[src/rtl/mem_access.sv]
// mem_access: pipeline MEM stage that issues one data-bus transaction per load/store,
// aligns and extends load data, and retires ALU ops in a single cycle.
module mem_access (
    input  logic        clk,
    input  logic        rst,
    input  logic        valid_in,
    input  logic        flush,
    input  logic        mem_read,
    input  logic        mem_write,
    input  logic [2:0]  mem_op,
    input  logic [31:0] alu_result_in,
    input  logic [31:0] store_data_in,
    input  logic [31:0] reg_dest_in,
    output logic        dmem_req,
    output logic        dmem_we,
    output logic [3:0]  dmem_be,
    output logic [31:0] dmem_addr,
    output logic [31:0] dmem_wdata,
    input  logic [31:0] dmem_rdata,
    input  logic        dmem_ack,
    output logic [31:0] mem_data_out,
    output logic [31:0] alu_result_out,
    output logic [31:0] reg_dest_out,
    output logic        valid_out,
    output logic        stall_out,
    output logic        misalign_exc
);
    typedef enum logic [1:0] {IDLE, WAIT, DONE} state_t;
    state_t      state_q;
    logic [2:0]  op_q;
    logic [31:0] addr_q, reg_q;
    logic        we_q, kill_q;
    logic        is_mem, is_byte, is_half, misalign, live, accept;
    logic [3:0]  be_d;
    logic [31:0] wdata_d, load_d;
    logic [7:0]  byte_l;
    logic [15:0] half_l;
    always_comb begin
        is_mem   = mem_read || mem_write;
        is_byte  = mem_op[1:0] == 2'b00;
        is_half  = mem_op[1:0] == 2'b01;
        misalign = is_half ? alu_result_in[0] : (!is_byte && alu_result_in[1:0] != 2'b00);
        live     = state_q == IDLE && valid_in && !flush;
        accept   = live && is_mem && !misalign;
        be_d     = is_byte ? 4'b0001 << alu_result_in[1:0] :
                   is_half ? (alu_result_in[1] ? 4'b1100 : 4'b0011) : 4'b1111;
        wdata_d  = !mem_write ? 32'h0 :
                   is_byte ? {4{store_data_in[7:0]}} :
                   is_half ? {2{store_data_in[15:0]}} : store_data_in;
        byte_l   = dmem_rdata[{addr_q[1:0], 3'b000} +: 8];
        half_l   = dmem_rdata[{addr_q[1], 4'b0000} +: 16];
        // op_q[2] selects zero-extension for the unsigned byte/half codes
        load_d   = op_q[1:0] == 2'b00 ? {{24{!op_q[2] && byte_l[7]}}, byte_l} :
                   op_q[1:0] == 2'b01 ? {{16{!op_q[2] && half_l[15]}}, half_l} : dmem_rdata;
    end
    assign stall_out = !rst && (accept || state_q == WAIT);
    always_ff @(posedge clk) begin
        if (rst) begin
            state_q        <= IDLE;
            op_q           <= '0;
            addr_q         <= '0;
            reg_q          <= '0;
            we_q           <= 1'b0;
            kill_q         <= 1'b0;
            dmem_req       <= 1'b0;
            dmem_we        <= 1'b0;
            dmem_be        <= '0;
            dmem_addr      <= '0;
            dmem_wdata     <= '0;
            mem_data_out   <= '0;
            alu_result_out <= '0;
            reg_dest_out   <= '0;
            valid_out      <= 1'b0;
            misalign_exc   <= 1'b0;
        end else begin
            case (state_q)
                IDLE: begin
                    valid_out    <= live && !is_mem;
                    misalign_exc <= live && is_mem && misalign;
                    if (accept) begin
                        state_q    <= WAIT;
                        op_q       <= mem_op;
                        addr_q     <= alu_result_in;
                        reg_q      <= reg_dest_in;
                        we_q       <= mem_write;
                        kill_q     <= 1'b0;
                        dmem_req   <= 1'b1;
                        dmem_we    <= mem_write;
                        dmem_be    <= be_d;
                        dmem_addr  <= {alu_result_in[31:2], 2'b00};
                        dmem_wdata <= wdata_d;
                    end else if (live && is_mem) begin
                        alu_result_out <= alu_result_in;
                        reg_dest_out   <= '0;
                    end else if (live) begin
                        alu_result_out <= alu_result_in;
                        reg_dest_out   <= reg_dest_in;
                        mem_data_out   <= '0;
                    end
                end
                WAIT: begin
                    // a flush here only suppresses retirement; the bus cycle still completes
                    kill_q <= kill_q || flush;
                    if (dmem_ack) begin
                        state_q        <= DONE;
                        dmem_req       <= 1'b0;
                        dmem_we        <= 1'b0;
                        mem_data_out   <= we_q ? 32'h0 : load_d;
                        alu_result_out <= addr_q;
                        reg_dest_out   <= reg_q;
                        valid_out      <= !(kill_q || flush);
                    end
                end
                default: begin
                    valid_out <= 1'b0;
                    state_q   <= IDLE;
                end
            endcase
        end
    end
endmodule

[config.mk]
export PLATFORM = sky130hd
export DESIGN_NAME = mem_access
export DESIGN_NICKNAME = d
export VERILOG_FILES = /design/src/rtl/mem_access.sv
export SDC_FILE = /design/constraint.sdc
export NUM_CORES = 1
export LEC_CHECK = 0
export CAP_MARGIN = 20
export CORE_UTILIZATION = 40
export CTS_BUF_LIST = sky130_fd_sc_hd__clkbuf_16
export CTS_CLUSTER_SIZE = 20
export DETAILED_ROUTE_END_ITERATION = 10
export GPL_ROUTABILITY_DRIVEN = 0
export PLACE_DENSITY = 0.8
export SLEW_MARGIN = 20
export SYNTH_ARGS = -nofsm -noshare
export SYNTH_HDL_FRONTEND = slang
export SYNTH_SLANG_ARGS = --single-unit
[constraint.sdc]
create_clock -name clk -period 1.75 [get_ports clk]
set_input_delay 0.35 -clock clk [delete_from_list [all_inputs] [get_ports clk]]
set_output_delay 0.35 -clock clk [all_outputs]
set_load 0.03 [all_outputs]
==> After elaboration in Yosys (flattened, before gate mapping) <==
Index checks and enable logic that the tools add are counted.
{ "word_totals": {"elab_cells": 96, "regBits": 237, "inputBits": 138, "output_inout_bits": 169} }
{ "op_classes": {"eq_ne": 9, "muxes": 37, "n_shift": 3, "reduce_logical": 31} }
{ "op_table": {"columns": ["op", "n"], "rows": [
  ["$mux W32", 18],
  ["$pmux W32 S2", 3],
  ["$shiftx A32 B6 Y16", 1],
  ["$shiftx A32 B6 Y8", 1],
  ["$mux W4", 3],
  ["$logic_and A1 B1 Y1", 10],
  ["$ne A2 B2 Y1 const B", 5],
  ["$pmux W1 S2", 4],
  ["$logic_not A1 Y1", 7],
  ["$eq A2 B1 Y1 const B", 3],
  ["$logic_not A2 Y1", 3],
  ["$mux W1", 6],
  ["$reduce_and A2 Y1", 3],
  ["$reduce_and A5 Y1", 1],
  ["$mux W2", 2],
  ["$pmux W2 S2", 1],
  ["$reduce_and A4 Y1", 1],
  ["$reduce_bool A2 Y1", 2],
  ["$shl A1 B2 Y4 const A", 1],
  ["$logic_or A1 B1 Y1", 3],
  ["$ne A3 B2 Y1 const B", 1],
  ["$reduce_and A3 Y1", 1]
]} }

==> Logic depth before layout (Yosys ltp) <==
{ "depth": {"ltp_word": 8, "depth_mapped": 8, "depth_no_buf": 4} }

==> Worst setup path before layout <==
No wires, ideal clock.
{ "synth_timing": {"path_kind": "reg-to-output", "startpoint": "register state_q[1]", "endpoint": "output port stall_out", "arrival_ns": 1.762, "path_slack_ns": -0.362, "stages_incl_launch_ff": 5, "path_buffers": 1, "required_time_ns": 1.400, "cell_sequence": "dfxtp_1 nor4b_4 o221ai_2 clkbuf_1 a21oi_1"} }
{ "synth_between": {"elab_chain_len": 7, "elab_cells_between_ends": 8, "cone_classes": "eq/ne: 1; reduce/logical: 7"} }
{ "synth_lines": {"columns": ["item", "line_no", "source"], "rows": [
  ["start, declared", "29", "state_t state_q;"],
  ["start signal, assigned", "59", "state_q <= IDLE;"],
  ["start signal, assigned", "81", "state_q <= WAIT;"],
  ["start signal, assigned", "105", "state_q <= DONE;"],
  ["$logic_not A2 Y1", "43", "live = state_q == IDLE && valid_in && !flush;"],
  ["$logic_and A1 B1 Y1 (2 in series)", "43", null],
  ["$logic_and A1 B1 Y1 (2 in series)", "44", "accept = live && is_mem && !misalign;"],
  ["$logic_or A1 B1 Y1 (*)", "56", "assign stall_out = !rst && (accept || state_q == WAIT);"],
  ["$logic_and A1 B1 Y1 (*)", "56", null],
  ["end, declared", "25", "output logic stall_out,"]
]} }
Mark *: on every way between the ends. The rest lies on a longest branch, timed or not.

==> Final worst setup path <==
{ "layout_timing": {"startpoint": "register state_q[0]", "endpoint": "output port stall_out"} }
The elaborated chain is that of the path after synthesis.

==> impl_metrics.csv <==
group,metric,value,unit
clock_tree,clk_latency,0.53,ns
logic_synthesis,syn_inst,1016,
die,fp-row-count,54,
final_layout,multi_input_area,4850,um2
final_layout,nFillCells,1731,
clock_tree,hold_buffers,0,
drt,wl,34100,um
drt,drtPass1Iterations,5,
drt,via_per_inst,5.72,
setup_path,path_max_fanout,3,
run,cap_violations,0,
drt,routedWlPerCell,20.9,um
setup_path,crit_arrival,1.77,ns
setup_path,crit_type,"reg -> out",
global_routing,grtUsageTotal,0.247,
setup_path,worst_ep_required_time,1.40,ns
die,core-area,22100,um2
die,ioPinCount,307,
placed_design,placed_cell_area,12700,um2
logic_synthesis,synth.top_cells.by_area,"dfxtp_1 (46%), a21oi_1 (8.1%), nand2_1 (6.3%)",
sta,finalCritPeriodShare,1.21,
final_layout,fin_area,14500,um2
sta,finalHoldViolations,0,
logic_synthesis,synth-main-ff-cell,"dfxtp_1",
sta,fin_crit,2.12,ns
sta,slew_headroom,0.637,
die,fp.dieH,153,um
logic_synthesis,yosys_warnings,0,
outcome,outcome,"finished with violations",
final_layout,drive_gt1_frac,0.225,
logic_synthesis,synth_edf_count,0,
logic_synthesis,synth.distinct_cells,45,
die,dieWidth,153,um
die,start_util,0.412,
clock_tree,numCtsBuffers,24,
sta,setup_ws,-0.366,ns
logic_synthesis,syn_area,9110,um2
logic_synthesis,avgSynthCellArea,8.96,um2
logic_synthesis,synth-seq-cells,207,
placed_design,io_buffers,304,
die,die_area,23400,um2
power_and_ir_drop,power_leakage,5.98,nW
sta,skew,0.0169,ns
global_routing,antenna_found_initial,2,
final_layout,layout.cells.non_filler,1633,
clock_tree,cts_tree,"yes",
final_layout,finalNetCount,1472,
power_and_ir_drop,peakVddDrop,549,uV
global_routing,first_global_vias,8686,
logic_synthesis,synthArstFlopShare,0,
sta,rsz0062_at_grt,"true",
power_and_ir_drop,power_density,856,nW/um2
logic_synthesis,yosysTopAreaCellShare,0.455,
global_routing,grt_pass1_wl,46800,um
sta,setup_viol,163,
global_routing,grt_max_degree,96,
clock_tree,clock_sinks,207,
sta,tightest_slew,0.544,ns
drt,vias,9346,
logic_synthesis,synth_area_leader_cell,"dfxtp_1",
final_layout,area_delta_synth_final,59.4,%
setup_path,cp-end-kind,"output pin",
clock_tree,cts_root_buffer,"clkbuf_16",
drt,postRouteAntennaNets,0,
sta,slew_viol_final,0,
setup_path,cp-start-kind,"flip-flop",
outcome,violations,"negative setup slack",
clock_tree,cts_max_path_buffers,3,
sta,fin_tns_setup,-13.27,ns
logic_synthesis,yosysSeqAreaShare,0.455,
drt,drt_iter0_drc,664,
placed_design,dp_cells,1552,
hold_path,hp-class,"in -> reg",
clock_tree,htreeDepth,1,
clock_tree,clkTransAtPathRegs,0.06,ns
drt,drc,0,
global_routing,gr-total-overflow,0,
placed_design,dp_hpwl,20700,um
final_layout,regArea,4150,um2
sta,fmax,473,MHz
[state kept, by name, indices dropped and copies added, names as in the netlist, 2 cells and up]
register	cells
reg_q	32
dmem_be	4
state_q	2
reg_dest_out	32
op_q	3
dmem_wdata	32
addr_q	32
alu_result_out	32
mem_data_out	32
[repair_timing]
action	CTS	global route
buffers inserted	4	11
cloned	2	20
hold endpoints to repair	0	0
resized for setup	176	147
pin swaps	4	60
endpoints found under the setup margin	181	142
[final timing paths]
path	from	endpoint	slack, ns	depth (start not counted)
worst max register to register	state_q[0]$_SDFFE_PP0P_	reg_dest_out[27]$_SDFFE_PP0P_	-0.20	8
worst min register to register	mem_data_out[6]$_SDFFE_PP0P_	mem_data_out[6]$_SDFFE_PP0P_	0.45	2
worst min-delay path	rst	state_q[0]$_SDFFE_PP0P_	0.29	3
worst max-delay path	state_q[0]$_SDFFE_PP0P_	stall_out	-0.37	5
[routing by layer]
layer	part of all wire	vias up	track usage	routed length, um
li1	-	4242	-	-
met1	0.39	4497	0.295	13200
met2	0.48	488	0.426	16500
met3	0.081	119	0.0601	2760
met4	0.047	0	0.0952	1610
met5	0	-	0	0
[Yosys cell counts, types with 10 or more instances]
master and count:
dfxtp_1 207, nand2_1 154, a21oi_1 148, mux2i_1 56, clkbuf_1 53, o21ai_0 46, a22o_1 42, mux2_2 34
buf_4 33, nand3_1 33, a211oi_1 32, buf_2 28, nand2b_1 19, o22ai_1 16, o2bb2ai_1 15, nor2_1 13
nor3_1 12, nor2b_1 11, buf_1 10
[critical path, stage by stage, from the launching register on]
cell	delay, ns
dfxtp_4	0.36
nor4b_4	0.26
buf_4	0.18
o221ai_4	0.12
a21oi_4	0.16
buf_6	0.16
[layout make-up]
class	instances	area share
clock buffers	24	0.0414
multi-input cells	677	0.334
well taps	280	0.0241
flip-flops and latches	207	0.286
diodes	2	0.000345
repair buffers	415	0.299
clock inverters	19	0.0127
inverters	9	0.00233
[layout by cell type (no fill, tap or decap), types with 13 or more instances in the layout]
master and instances:
o22ai_1 16, o2bb2ai_1 13, o21ai_0 41, mux2_2 34, mux2i_1 56, a21oi_1 103, clkdlybuf4s50_1 135, nand3_1 25
buf_4 59, dfxtp_1 206, a22o_1 42, nand2_1 138, buf_12 23, a21oi_2 43, a211oi_2 28, clkbuf_16 38
nand2b_1 19, dlygate4sd2_1 165
[per-stage QoR]
stage | util | total power [mW] | setup WS [ns] | hold WS [ns]
4_1_cts | 0.606 | 12.1 | -0.364 | 0.244
3_3_place_gp | 0.574 | 7.16 | -0.463 | 0.433
5_1_grt | 0.657 | 12.8 | -0.430 | 0.279
3_5_place_dp | 0.574 | 7.20 | -0.567 | 0.437
2_1_floorplan | - | 6.18 | -0.0248 | 0.432
6_report | 0.657 | 12.4 | -0.366 | 0.286
[power by group]
part           total (mW)  internal [mW]  switching, mW
clock                5.03           2.95           2.08
sequential           5.02           4.90          0.113
combinational        2.38           1.08           1.30
[kinds of logic after synthesis]
group	count (synthesis)	share of synthesized area
compound gates	325	0.225
fa+ha+maj	1	0.00110
buf+inv	133	0.0723
flops	207	0.455
mux	97	0.121
other cells	1	0.000412
simple gates	252	0.125
Power figures use the tool's default switching activity.
